`src/rtl/cpu_pkg.sv`:
```
// Shared CPU-wide register file types and default sizes.
package cpu_pkg;

    localparam int DATA_W_DEF = 32;
    localparam int ADDR_W_DEF = 5;

    localparam logic [ADDR_W_DEF-1:0] REG_ZERO = '0;

    typedef logic [ADDR_W_DEF-1:0] reg_addr_t;
    typedef logic [DATA_W_DEF-1:0] word_t;

endpackage

```
`src/rtl/regfile_sb_rdport.sv`:
```
// One read port: zero-register forcing, write bypass and busy qualification.
module regfile_sb_rdport
    import cpu_pkg::*;
#(
    parameter int DATA_W   = DATA_W_DEF,
    parameter int ADDR_W   = ADDR_W_DEF,
    parameter int ZERO_REG = 1,
    parameter int BYPASS   = 1
) (
    input  logic [ADDR_W-1:0] rdAddr_i,
    input  logic [DATA_W-1:0] storedData_i,
    input  logic              storedBusy_i,
    input  logic              waEn_i,
    input  logic [ADDR_W-1:0] waAddr_i,
    input  logic [DATA_W-1:0] waData_i,
    input  logic              wbEn_i,
    input  logic [ADDR_W-1:0] wbAddr_i,
    input  logic [DATA_W-1:0] wbData_i,
    output logic [DATA_W-1:0] rdData_o,
    output logic              rdBusy_o
);

    logic isZero;
    logic waHit;
    logic wbHit;

    assign isZero = (ZERO_REG != 0) && (rdAddr_i == ADDR_W'(REG_ZERO));
    assign waHit  = (BYPASS != 0) && waEn_i && (waAddr_i == rdAddr_i);
    assign wbHit  = (BYPASS != 0) && wbEn_i && (wbAddr_i == rdAddr_i);

    // Port B carries the younger result, so it takes precedence over port A.
    always_comb begin
        rdData_o = storedData_i;
        if (isZero) begin
            rdData_o = '0;
        end else if (wbHit) begin
            rdData_o = wbData_i;
        end else if (waHit) begin
            rdData_o = waData_i;
        end
    end

    assign rdBusy_o = storedBusy_i && !isZero && !(waHit || wbHit);

endmodule

```
`src/rtl/regfile_sb.sv`:
```
// Parametrised register file with two write ports, bypass and a pending-write scoreboard.
module regfile_sb
    import cpu_pkg::*;
#(
    parameter int DATA_W   = DATA_W_DEF,
    parameter int ADDR_W   = ADDR_W_DEF,
    parameter int NUM_RD   = 2,
    parameter int ZERO_REG = 1,
    parameter int BYPASS   = 1
) (
    input  logic                     CLK,
    input  logic                     RST,
    input  logic [NUM_RD*ADDR_W-1:0] RD_ADDR,
    output logic [NUM_RD*DATA_W-1:0] RD_DATA,
    output logic [NUM_RD-1:0]        RD_BUSY,
    input  logic                     WA_EN,
    input  logic [ADDR_W-1:0]        WA_ADDR,
    input  logic [DATA_W-1:0]        WA_DATA,
    input  logic                     WB_EN,
    input  logic [ADDR_W-1:0]        WB_ADDR,
    input  logic [DATA_W-1:0]        WB_DATA,
    input  logic                     ISS_EN,
    input  logic [ADDR_W-1:0]        ISS_ADDR,
    output logic [ADDR_W:0]          PEND_CNT,
    output logic                     IDLE
);

    localparam int DEPTH = 2**ADDR_W;

    logic [DATA_W-1:0] regQ [DEPTH];
    logic [DEPTH-1:0]  busyQ;
    logic [DEPTH-1:0]  busyD;
    logic [ADDR_W:0]   pendCntQ;
    logic [ADDR_W:0]   pendCntD;
    logic [ADDR_W:0]   setCnt;
    logic [ADDR_W:0]   clrCnt;
    logic              waOk;
    logic              wbOk;
    logic              issOk;

    assign waOk  = WA_EN  && !((ZERO_REG != 0) && (WA_ADDR  == ADDR_W'(REG_ZERO)));
    assign wbOk  = WB_EN  && !((ZERO_REG != 0) && (WB_ADDR  == ADDR_W'(REG_ZERO)));
    assign issOk = ISS_EN && !((ZERO_REG != 0) && (ISS_ADDR == ADDR_W'(REG_ZERO)));

    // Writes retire producers; an issue in the same cycle re-arms the bit afterwards.
    always_comb begin
        busyD = busyQ;
        if (waOk) begin
            busyD[WA_ADDR] = 1'b0;
        end
        if (wbOk) begin
            busyD[WB_ADDR] = 1'b0;
        end
        if (issOk) begin
            busyD[ISS_ADDR] = 1'b1;
        end
    end

    always_comb begin
        setCnt = '0;
        clrCnt = '0;
        for (int i = 0; i < DEPTH; i++) begin
            setCnt = setCnt + {{ADDR_W{1'b0}}, busyD[i] & ~busyQ[i]};
            clrCnt = clrCnt + {{ADDR_W{1'b0}}, busyQ[i] & ~busyD[i]};
        end
        pendCntD = pendCntQ + setCnt - clrCnt;
    end

    // Port B is assigned last so it wins a same-address collision with port A.
    always_ff @(posedge CLK) begin
        if (RST) begin
            for (int i = 0; i < DEPTH; i++) begin
                regQ[i] <= '0;
            end
            busyQ    <= '0;
            pendCntQ <= '0;
        end else begin
            if (waOk) begin
                regQ[WA_ADDR] <= WA_DATA;
            end
            if (wbOk) begin
                regQ[WB_ADDR] <= WB_DATA;
            end
            busyQ    <= busyD;
            pendCntQ <= pendCntD;
        end
    end

    for (genvar g = 0; g < NUM_RD; g++) begin : gRdPort
        logic [ADDR_W-1:0] portAddr;
        assign portAddr = RD_ADDR[g*ADDR_W +: ADDR_W];

        regfile_sb_rdport #(
            .DATA_W   (DATA_W),
            .ADDR_W   (ADDR_W),
            .ZERO_REG (ZERO_REG),
            .BYPASS   (BYPASS)
        ) uRdPort (
            .rdAddr_i     (portAddr),
            .storedData_i (regQ[portAddr]),
            .storedBusy_i (busyQ[portAddr]),
            .waEn_i       (WA_EN),
            .waAddr_i     (WA_ADDR),
            .waData_i     (WA_DATA),
            .wbEn_i       (WB_EN),
            .wbAddr_i     (WB_ADDR),
            .wbData_i     (WB_DATA),
            .rdData_o     (RD_DATA[g*DATA_W +: DATA_W]),
            .rdBusy_o     (RD_BUSY[g])
        );
    end

    assign PEND_CNT = pendCntQ;
    assign IDLE     = (pendCntQ == '0);

endmodule

```
`config.mk`:
```
export PLATFORM = sky130hd
export DESIGN_NAME = regfile_sb
export DESIGN_NICKNAME = d
export VERILOG_FILES = /design/src/rtl/cpu_pkg.sv /design/src/rtl/regfile_sb_rdport.sv /design/src/rtl/regfile_sb.sv
export SDC_FILE = /design/constraint.sdc
export NUM_CORES = 2
export LEC_CHECK = 0
export ABC_AREA = 0
export BUFFER_PORTS_ARGS = -buffer_cell sky130_fd_sc_hd__buf_2
export CORE_MARGIN = 2
export CORE_UTILIZATION = 55
export DETAILED_ROUTE_END_ITERATION = 7
export PLACE_DENSITY = 0.75
export SLEW_MARGIN = 10
export SYNTH_ARGS = -nofsm -noshare
export SYNTH_HDL_FRONTEND = slang
export SYNTH_SLANG_ARGS = --single-unit
export TNS_END_PERCENT = 10
```
`constraint.sdc`:
```
create_clock -name CLK -period 7.6 [get_ports CLK]
set_input_delay 1.52 -clock CLK [delete_from_list [all_inputs] [get_ports CLK]]
set_output_delay 1.52 -clock CLK [all_outputs]
set_load 0.03 [all_outputs]
```
==> summary.md <==
| Metric | Value |
|---|---|
| # IOs | 167 |
| # Max-Cap Violations | 1 |
| DR vias | 50800 |
| H-tree depth | 3 |
| Gate Count Post-Synth | 4587 |
| Num CTS Buffers | 111 |
| Period utilization | 97.3% |
| CTS sink count | 1062 |
| Yosys top cell area share | 48.0% |
| Initial core utilization | 55.2% |
| Vias per cell | 8.29 |
| Status | complete, but fails checks |
| Die height | 345 um |
| Min-delay worst type | flop to flop |
| Top cells by area, synth | edfxtp_1, mux4_2, a22o_1 |
| First-pass GRT wire length | 353 mm |
| Hold_buf cts | 0 |
| Pin count of the biggest net entering global routing | 86 |
| Drt initial violations | 9134 |
| Cell taking the most area after synthesis | edfxtp_1 |
| Endpoints failing hold | 0 |
| Initial antenna violation count | 5 |
| Slew HR | 1.19% |
| Drt first pass iters | 8 |
| Fmax | 135 MHz |
| Total GRT Usage | 41.4% |
| Die ar. | 119000 sq um |
| Total power | 16.1 mW |
| # DRC | 34 |
| Syn Area/Cell | 14.0 sq um |
| Final net count | 4668 |
| Power Dens Cells | 227 nW/um^2 |
| Final setup fails | 0 |
| Worst setup EP type | flop |
| Worst Tran Pin Value | 1.47 ns |
| Area Overhead vs Synth | 10.6% |
| Max IR drop VDD | 0.000944 V |
| Worst Clk Skew | 0.0130 ns |
| WL/cell | 41.3 um |
| Unrepaired setup endpoints after global routing | true |
| Setup TNS | 0 ns |
| Chip width | 345 um |
| Fin crit period | 7.39 ns |
| Std cell rows | 125 |
| Ys flop type | edfxtp_1 |
| Max-slew violation count | 0 |
| Fillers | 8535 |
| Clk buf depth | 3 |
| Synth Register Bits | 1062 |
| Distinct cells, synth | 63 |
| Leak Pwr | 24.8 nW |
| Crit Path Category | primary input to flop |
| Worst Path Max Fanout | 11 |
| Most frequent cells in the layout | a22o_1, edfxtp_1, mux4_2, buf_4, mux2i_1 |
| Synth Warn # | 0 |
| Sequential cell area fraction in the yosys report | 49.2% |
| Clock slew at reported path FFs | 0.06 ns |
| Worst skew pair latency | 0.73 ns |
| TritonCTS clock tree | done |
| GRT Residual Overflow | 0 |
| Core footprint | 116000 sq um |
| Total Routed Length | 253 mm |
| Failing checks | design-rule violations, max-capacitance violations |
| Vias in the first global route | 50200 |
| CP arrival | 7.98 ns |
| Number of flops mapped to enable cells by yosys | 1024 |
| IO Port Bufs | 166 |
| CTS root buf | clkbuf_16 |
| WP data required | 8.18 ns |
| Final Wtd Congestion | 0.927 |
| Syn Std Cell Area | 64000 sq um |
| Post-DP HPWL | 145 mm |
| CP Launch Type | primary input |
| Antenna Nets Post-Route | 0 |
| Share of cells above drive strength 1 | 30.1% |
| Async set-reset flop share out of synthesis | 0% |
==> sequential cells by signal, summed over array words and instances (netlist names) <==
name and count:
regQ 1024, PEND_CNT 6, busyQ 32
==> per-layer routing <==
layer | part of all wire [%] | wire length [um] | track usage (%) | vias to the layer above
li1 | - | - | - | 18900
met1 | 31 | 78900 | 49.8 | 24800
met2 | 43 | 108000 | 60.7 | 5507
met3 | 17 | 42100 | 15.6 | 1563
met4 | 9.4 | 23700 | 31.4 | 4
met5 | 0.023 | 58 | 0.440 | -
==> power by group <==
part	total [mW]	switching, mW	leakage (nW)	internal (mW)
clock network	5.61	2.42	1.78	3.19
registers	7.01	0.198	10.1	6.81
logic	3.44	2.00	12.9	1.44
total	16.1	4.62	24.8	11.4
==> cells in the mapped netlist (all sizes together), types with 4 or more instances <==
cell,number
nand2b,32
nand2,90
fa,59
xor2,12
and2,24
a22o,1024
a211oi,35
or3,14
a221o,63
nor2b,9
a21o,4
nor3b,7
nor3,60
mux2i,167
a22oi,49
nor4,70
inv,67
edfxtp,1024
a221oi,91
mux2,152
o211a,31
nor2,108
dfxtp,38
clkbuf,456
buf,261
nand3,8
a21oi,43
mux4,408
o221ai,63
xnor2,14
or3b,4
and3b,4
ha,13
or2,9
and3,38
o21ai,7
nand3b,5
==> logic make-up (layout without fill, tap and decap cells) <==
| family | Yosys count | after routing | synth area share (%) |
|---|---|---|---|
| other cells | 1 | 38 | 0.00586 |
| compound gates | 1419 | 1419 | 19.1 |
| buf+inv | 784 | 757 | 5.34 |
| flops | 1062 | 1062 | 49.2 |
| simple gates | 496 | 496 | 4.22 |
| fa+ha+maj | 72 | 72 | 2.10 |
| xor+xnor | 26 | 26 | 0.356 |
| mux | 727 | 727 | 19.6 |
==> critical path, cell delays in order <==
cell and delay, ns:
buf_6 0.12, or4b_4 0.54, buf_8 0.16, nor2_4 0.10, a21oi_2 0.06, a22oi_2 0.20, nor2_2 0.07, fa_1 0.53
fa_2 0.46, fa_1 0.54, inv_2 0.05, fa_1 0.54, inv_1 0.05, fa_1 0.50, fa_2 0.59, inv_2 0.04
fa_2 0.39, fa_1 0.48, inv_2 0.08, ha_4 0.13, inv_2 0.04, fa_2 0.36, inv_2 0.06, a21o_1 0.13
a21oi_2 0.06, xnor2_1 0.15, nor2_1 0.05
==> final timing paths <==
path	slack [ns]	endpoint	startpoint	depth (start not counted)
worst max-delay path	0.21	PEND_CNT[5]	WB_ADDR[0]	27
worst min-delay path	0.60	busyQ[31]	busyQ[31]	2
worst max register to register	1.43	PEND_CNT[5]	busyQ[22]	22
worst min register to register	0.60	busyQ[31]	busyQ[31]	2
==> per-stage QoR <==
step	hold WS, ns	instances	cell area [sq um]	util (%)	setup WS, ns
4_1_cts	0.588	6111	70600	60.9	0.0650
2_1_floorplan	0.497	4618	64200	-	-0.221
3_5_place_dp	0.574	5909	66900	57.8	-0.656
6_report	0.599	6121	70800	61.1	0.206
3_3_place_gp	0.568	5908	66900	57.7	-0.589
5_1_grt	0.645	6118	70800	61.1	-0.0437
==> repair_timing <==
| action | 4_1_cts | 5_1_grt |
|---|---|---|
| setup endpoints to repair | 0 | 3 |
| buffers inserted | 0 | 3 |
| resized for setup | 0 | 46 |
==> final cells by class <==
type / instances / area, sq um / area share (%)
sequential: 1062 / 31500 / 44.5
multi-input combinational: 2772 / 30000 / 42.3
timing repair buffer: 488 / 3500 / 4.95
clock buffer: 138 / 3010 / 4.25
tap: 1524 / 1910 / 2.69
clock inverter: 64 / 636 / 0.898
inverter: 67 / 251 / 0.355
antenna: 6 / 15.0 / 0.0212
Power figures use the tool's default switching activity.
